## src/rtl/weyl_stream_sched.sv

```systemverilog
// rtl/weyl_stream_sched.sv - round-robin Weyl thermometer bitstream scheduler (option: WEYL_SCHED_ONES_CHECK_EN)
module weyl_stream_sched #(
   parameter  int N_REQ     = 4,
   parameter  int BITSTREAM = 64,
   parameter  int BASE      = 61,
   parameter  int STRIDE    = 17,
   localparam int QW        = $clog2(BITSTREAM),
   localparam int IDW       = $clog2(N_REQ)
) (
   input  logic                  clk,
   input  logic                  rst_n,
   input  logic [N_REQ-1:0]      req_valid,
   input  logic [N_REQ*QW-1:0]   req_quota,
   output logic [N_REQ-1:0]      req_grant,
   output logic                  bs_valid,
   input  logic                  bs_ready,
   output logic                  bs_bit,
   output logic [QW-1:0]         bs_idx,
   output logic                  bs_last,
   output logic [IDW-1:0]        bs_id,
   output logic                  busy
`ifdef WEYL_SCHED_ONES_CHECK_EN
  ,output logic [QW:0]           ones_cnt,
   output logic                  cnt_err
`endif
);

   localparam logic [0:0] S_IDLE   = 1'b0;
   localparam logic [0:0] S_STREAM = 1'b1;

   logic [0:0]           r_state;
   logic [IDW-1:0]       r_rr_ptr;
   logic [IDW-1:0]       r_id;
   logic [QW-1:0]        r_k;
   logic [QW-1:0]        r_quota;

   logic                 w_any;
   logic [IDW-1:0]       w_win;
   logic [IDW-1:0]       w_rr_next;
   logic                 w_grant_en;
   logic                 w_stream;
   logic                 w_accept;
   logic                 w_last;
   logic                 w_bit;
   logic [BITSTREAM-1:0] w_weyl;

   // Round-robin search: scan offsets high to low so the lowest offset from r_rr_ptr wins.
   always_comb begin
      w_any = 1'b0;
      w_win = '0;
      for (int off = N_REQ - 1; off >= 0; off--) begin
         if (req_valid[(int'(r_rr_ptr) + off) % N_REQ]) begin
            w_any = 1'b1;
            w_win = IDW'((int'(r_rr_ptr) + off) % N_REQ);
         end
      end
   end

   // Scatter the thermometer of r_quota through the Weyl permutation (power-of-two truncation is the modulo).
   always_comb begin
      w_weyl = '0;
      for (int i = 0; i < BITSTREAM; i++) begin
         w_weyl[QW'(BASE + i * STRIDE)] = (i < int'(r_quota));
      end
   end

   assign w_rr_next  = (w_win == IDW'(N_REQ - 1)) ? '0 : w_win + IDW'(1);
   assign w_stream   = (r_state == S_STREAM);
   assign w_grant_en = (r_state == S_IDLE) && w_any;
   assign w_last     = w_stream && (r_k == QW'(BITSTREAM - 1));
   assign w_accept   = w_stream && bs_ready;
   assign w_bit      = w_stream && w_weyl[r_k];

   assign req_grant  = w_grant_en ? (N_REQ'(1) << w_win) : '0;
   assign bs_valid   = w_stream;
   assign bs_bit     = w_bit;
   assign bs_idx     = w_stream ? r_k : '0;
   assign bs_last    = w_last;
   assign bs_id      = w_stream ? r_id : '0;
   assign busy       = w_stream;

   // Control FSM: latch the winner on grant, then advance k on every accepted beat until the last one.
   always_ff @(posedge clk or negedge rst_n) begin
      if (!rst_n) begin
         r_state  <= S_IDLE;
         r_rr_ptr <= '0;
         r_id     <= '0;
         r_k      <= '0;
         r_quota  <= '0;
      end else begin
         case (r_state)
            S_IDLE: begin
               if (w_any) begin
                  r_quota  <= req_quota[w_win * QW +: QW];
                  r_id     <= w_win;
                  r_rr_ptr <= w_rr_next;
                  r_k      <= '0;
                  r_state  <= S_STREAM;
               end
            end
            default: begin
               if (bs_ready) begin
                  if (w_last) begin
                     r_k     <= '0;
                     r_state <= S_IDLE;
                  end else begin
                     r_k     <= r_k + QW'(1);
                  end
               end
            end
         endcase
      end
   end

`ifdef WEYL_SCHED_ONES_CHECK_EN
   logic [QW:0] r_ones;
   logic        r_err;

   // Count accepted ones per stream and flag a final total that disagrees with the latched quota.
   always_ff @(posedge clk or negedge rst_n) begin
      if (!rst_n) begin
         r_ones <= '0;
         r_err  <= 1'b0;
      end else begin
         if (w_grant_en) begin
            r_ones <= '0;
         end else if (w_accept && w_bit) begin
            r_ones <= r_ones + (QW + 1)'(1);
         end
         if (w_accept && w_last && ((r_ones + (QW + 1)'(w_bit)) != {1'b0, r_quota})) begin
            r_err <= 1'b1;
         end
      end
   end

   assign ones_cnt = r_ones;
   assign cnt_err  = r_err;
`endif

endmodule
```

## config.mk

```make
export PLATFORM = sky130hd
export DESIGN_NAME = weyl_stream_sched
export DESIGN_NICKNAME = d
export VERILOG_FILES = /design/src/rtl/weyl_stream_sched.sv
export SDC_FILE = /design/constraint.sdc
export NUM_CORES = 1
export LEC_CHECK = 0
export ABC_AREA = 1
export CORE_UTILIZATION = 52
export CTS_BUF_LIST = sky130_fd_sc_hd__clkbuf_2
export DETAILED_ROUTE_END_ITERATION = 12
export GPL_TIMING_DRIVEN = 1
export HOLD_SLACK_MARGIN = 0.06
export PLACE_DENSITY = 0.8
export SETUP_SLACK_MARGIN = 0.5
export SYNTH_ARGS = -nofsm -noshare
export SYNTH_HDL_FRONTEND = slang
export SYNTH_SLANG_ARGS = --single-unit
```

## constraint.sdc

```tcl
create_clock -name clk -period 2.58 [get_ports clk]
set_input_delay 0.516 -clock clk [delete_from_list [all_inputs] [get_ports clk]]
set_output_delay 0.516 -clock clk [all_outputs]
set_load 0.02 [all_outputs]
```

==> impl_metrics.env, run 1 <==
export IMPL_yosysUniqueCellTypes=28
export IMPL_clk_path_buf_depth=2
export IMPL_yosys_most_used_dff="dfrtp_1"
export IMPL_cts_sinks=17
export IMPL_rows=21
export IMPL_crit_endpoint="req_grant[1]"
export IMPL_holdBufCountCts=0
export IMPL_cts_root_buf="clkbuf_2"
export IMPL_ys_warn_count=0
export IMPL_status="did not finish"
export IMPL_cts_buffers_inserted=3
export IMPL_synth_seq_cells=17
export IMPL_syn_nets=394
export IMPL_ios=47
export IMPL_die_w_um=63.4
export IMPL_syn_instance_count=358
export IMPL_die_y_um=63.4
export IMPL_htreeDepth=1
export IMPL_grt_max_degree=18
export IMPL_place_area_um2=2820
export IMPL_dp_slack_ns=-0.761
export IMPL_firstError="[ERROR DPL-0038] Utilization greater than 100%, impossible to legalize"
export IMPL_gp_congestion=0.969
export IMPL_io_buffer_count=46
export IMPL_synth_cell_area_um2=1960
export IMPL_syn_area_per_cell_um2=5.48
export IMPL_worstEpCategory="primary output"
export IMPL_haltStage="global routing (5_1_grt)"
export IMPL_yosysSeqAreaShare=0.217
export IMPL_start_util=0.566
export IMPL_hpwl_um=5220
export IMPL_ys_async_sr_fraction=1.00
export IMPL_synth_edf_count=0
[logic make-up after synthesis]
kind of cell | share of synthesized area
adder cells (fa/ha/maj) | 0.0319
XOR/XNOR | 0.00893
AO/OA/AOI/OAI | 0.126
AND/OR/NAND/NOR | 0.456
flip-flops | 0.217
buffers and inverters | 0.161
[synthesized netlist by cell type (2+ instances only)]
cell	count	area, um^2
nand2_1	111	417
inv_1	60	225
nand3_1	45	225
nor2_1	44	165
o21ai_0	19	95.1
dfrtp_1	17	425
a21oi_1	11	55.1
clkbuf_1	8	30.0
ha_1	5	62.6
o211ai_1	4	30.0
o21ai_1	4	20.0
o22ai_1	4	25.0
buf_2	3	15.0
nand4_1	3	18.8
or2_1	3	18.8
buf_4	2	15.0
buf_6	2	22.5
nand2_2	2	12.5
nand3_2	2	20.0
[what timing repair did]
action / CTS
buffers inserted: 22
gates resized for setup: 117
setup endpoints to repair: 20
pin swaps: 25
gates cloned: 1
[metrics by stage]
step | setup TNS [ns] | util | instances
2_1_floorplan | 0 | - | 358
3_3_place_gp | -2.38 | 0.812 | 477
3_5_place_dp | -2.78 | 0.812 | 477
4_1_cts | 0 | 0.919 | 504
==> run 2, diff against run 1 <==
CORE_UTILIZATION = 40   (was 52)
CTS_BUF_LIST = not set   (was sky130_fd_sc_hd__clkbuf_2)
HOLD_SLACK_MARGIN = not set   (was 0.06)
PLACE_DENSITY = not set   (was 0.8)
PLACE_DENSITY_LB_ADDON = 0.15   (was not set)
SETUP_SLACK_MARGIN = not set   (was 0.5)
==> run 2 against run 1 <==
Compared with the run above: the flow now finishes without violations; area after synthesis is the same; synthesized cell count is the same.
==> impl_metrics.env, run 2 <==
export IMPL_status="finished clean"
export IMPL_path_clk_slew_ns=0.07
export IMPL_cts_buffers_inserted=3
export IMPL_die_y_um=72.0
export IMPL_rsz0062_at_grt="yes"
export IMPL_crit_fanout=6
export IMPL_syn_nets=394
export IMPL_drt_initial_drc_count=274
export IMPL_required_ns=2.06
export IMPL_wl_per_cell_um=11.8
export IMPL_worst_slew_pin_slew_ns=0.755
export IMPL_critical_path_most_common_cell="buf_4"
export IMPL_synth_top_area_frac=0.217
export IMPL_grt_use_total=0.243
export IMPL_reg_top3="r_k: 6 flops, r_quota: 6 flops"
export IMPL_grt_max_degree=18
export IMPL_crit_type="register to primary output"
export IMPL_syn_area_per_cell_um2=5.48
export IMPL_maxCapViolations=0
export IMPL_drive_gt1_frac=0.260
export IMPL_synth_cell_area_um2=1960
export IMPL_cp_start_kind="register"
export IMPL_ys_async_sr_fraction=1.00
export IMPL_relSlewSlack=0.495
export IMPL_min_from="r_id[1]"
export IMPL_clk_path_buf_depth=2
export IMPL_min_period_over_period=0.999
export IMPL_yosysUniqueCellTypes=28
export IMPL_worstPathArrival_ns=2.06
export IMPL_gp_congestion=0.885
export IMPL_period_minus_slack_ns=2.58
export IMPL_hp_class="register to register"
export IMPL_r2r_start="r_rr_ptr[0]"
export IMPL_ys_warn_count=0
export IMPL_fin_area_um2=3060
export IMPL_path_delay_family="simple AND/OR/NAND/NOR gates"
export IMPL_yosys_most_used_dff="dfrtp_1"
export IMPL_rows=25
export IMPL_globalRouteOverflowTotal=0
export IMPL_multi_input_area_um2=1320
export IMPL_nets=494
export IMPL_crit_start="r_rr_ptr[0]"
export IMPL_yosys_top_cells_count="111 x nand2_1, 60 x inv_1, 45 x nand3_1, 44 x nor2_1, 19 x o21ai_0"
export IMPL_antenna_found_initial=0
export IMPL_place_area_um2=2760
export IMPL_seq_area_um2=433
export IMPL_hold_viol=0
export IMPL_synth_area_leaders="dfrtp_1 22%, nand2_1 21%, inv_1 11%, nand3_1 11%, nor2_1 8.4%"
export IMPL_layout_commonest_cell="nand2_1"
export IMPL_dr_pass1_iters=5
export IMPL_synth_seq_cells=17
export IMPL_dieArea_um2=5190
export IMPL_max_stage_delay_ns=0.47
export IMPL_clock_latency_ns=0.25
export IMPL_peakVddDrop_mv=0.882
export IMPL_skew_ns=0.00483
export IMPL_final_max_slew_viol_count=0
export IMPL_io_buffer_count=46
export IMPL_crit_buf_inv=4
export IMPL_yosysSeqAreaShare=0.217
export IMPL_cts_sinks=17
export IMPL_synth_top_cell_by_area="dfrtp_1"
export IMPL_instances_no_fill=524
export IMPL_critical_path_slowest_cell="dfrtp_2"
export IMPL_endpoint_kind="primary output"
export IMPL_vias_per_cell=4.88
export IMPL_finalSetupViolCount=0
export IMPL_hpwl_um=4490
export IMPL_fill_cells=424
export IMPL_syn_instance_count=358
export IMPL_path_cells="buf_4 -> o21ai_2 -> nand2_1 -> nand3_2 -> nand2_2 -> nand2_4 -> nand2_8 -> inv_4 -> ha_1 -> inv_1 -> nor2_1 -> buf_4"
export IMPL_regToRegSetupSlack_ns=0.34
export IMPL_dp_cells=500
export IMPL_fmax_ghz=0.388
export IMPL_start_util=0.415
export IMPL_ios=47
export IMPL_synth_edf_count=0
export IMPL_core_area_um2=4720
export IMPL_holdPathEnd="r_id[1]"
export IMPL_die_w_um=72.0
export IMPL_vias=2557
export IMPL_grt_pass1_wl_um=10200
export IMPL_reg2reg_to="r_k[1]"
export IMPL_post_synth_top_count_cell="nand2_1"
export IMPL_worstHoldPathCells=2
export IMPL_area_delta_synth_final_pct=56.1
export IMPL_p_leak_uw=0.00161
export IMPL_cts_tree="yes"
export IMPL_worst_r2r_path_depth=14
export IMPL_cts_root_buf="clkbuf_8"
export IMPL_diodes=0
export IMPL_p_per_area_nw_per_um2=1260
export IMPL_htreeDepth=1
export IMPL_final_cell_mix="104 x nand2_1, 64 x buf_4, 49 x inv_1"
export IMPL_drcViolationCount=0
export IMPL_final_antenna_net_count=0
export IMPL_routed_wl_um=6180
export IMPL_first_global_vias=2382
run 2: cell counts after synthesis:
Identical to the previous run, type by type.
run 2: worst max-delay path by stage:
| stage | end | slack, ns | cells past startpoint |
|---|---|---|---|
| finish | req_grant[2] | 0.003 | 12 |
| global route | req_grant[2] | -0.11 | 12 |
| CTS | bs_bit | 0.004 | 13 |
| detailed placement | req_grant[0] | -0.61 | 13 |
| global placement | req_grant[1] | -0.56 | 12 |
| floorplan | req_grant[3] | 0.29 | 10 |
run 2: cells by family after synthesis:
kind of cell / after synthesis / share of synthesized area
buffers and inverters: 77 / 0.161
xor gates and xnor gates: 2 / 0.00893
DFF: 17 / 0.217
adders and majority gates: 5 / 0.0319
and+or+nand+nor: 212 / 0.456
AOI/OAI and AO/OA: 45 / 0.126
run 2: power breakdown:
| group | leakage, uW | internal [uW] | switching (uW) | total [uW] |
|---|---|---|---|---|
| combinational | 0.00139 | 1480 | 1640 | 3120 |
| sequential | 0.000200 | 385 | 167 | 552 |
| clock | 0.0000255 | 107 | 93.7 | 201 |
| total | 0.00161 | 1970 | 1900 | 3870 |
run 2: per-layer routing:
| layer | wire length (um) | track usage | vias up |
|---|---|---|---|
| met5 | 0 | 0 | - |
| met4 | 65 | 0.0871 | 0 |
| met3 | 278 | 0.0222 | 9 |
| met2 | 2940 | 0.400 | 77 |
| met1 | 2900 | 0.333 | 1153 |
| li1 | - | - | 1318 |
run 2: timing repair:
item,CTS,global route
setup endpoints to repair,6,5
resized for setup,41,39
buffers inserted,10,10
pin swaps,14,13
hold buffers,0,0
run 2: area by class of cell:
type,count,share of cell area
Clock buffer,3,0.0135
Clock inverter,1,0.00163
Inverter,61,0.0756
Multi-Input combinational cell,264,0.432
Sequential cell,17,0.141
Tap cell,67,0.0274
Timing Repair Buffer,111,0.309
run 2: metrics by stage:
stage           util  worst slack [ns]  TNS [ns]  hold WS (ns)  total power, uW
4_1_cts        0.612           0.00352         0         0.531             3480
3_5_place_dp   0.584            -0.609     -2.41         0.514             3060
5_1_grt        0.648            -0.112    -0.323         0.574             4230
2_1_floorplan      -             0.286         0         0.220             2050
6_report       0.648           0.00316         0         0.535             3870
3_3_place_gp   0.584            -0.559     -2.29         0.505             3050
run 2: worst min-delay path, stage by stage (launching register included):
cell and delay (ns):
dfrtp_1 0.36, nor2_1 0.05, nor2_1 0.08
(Power assumes the default switching activity.)
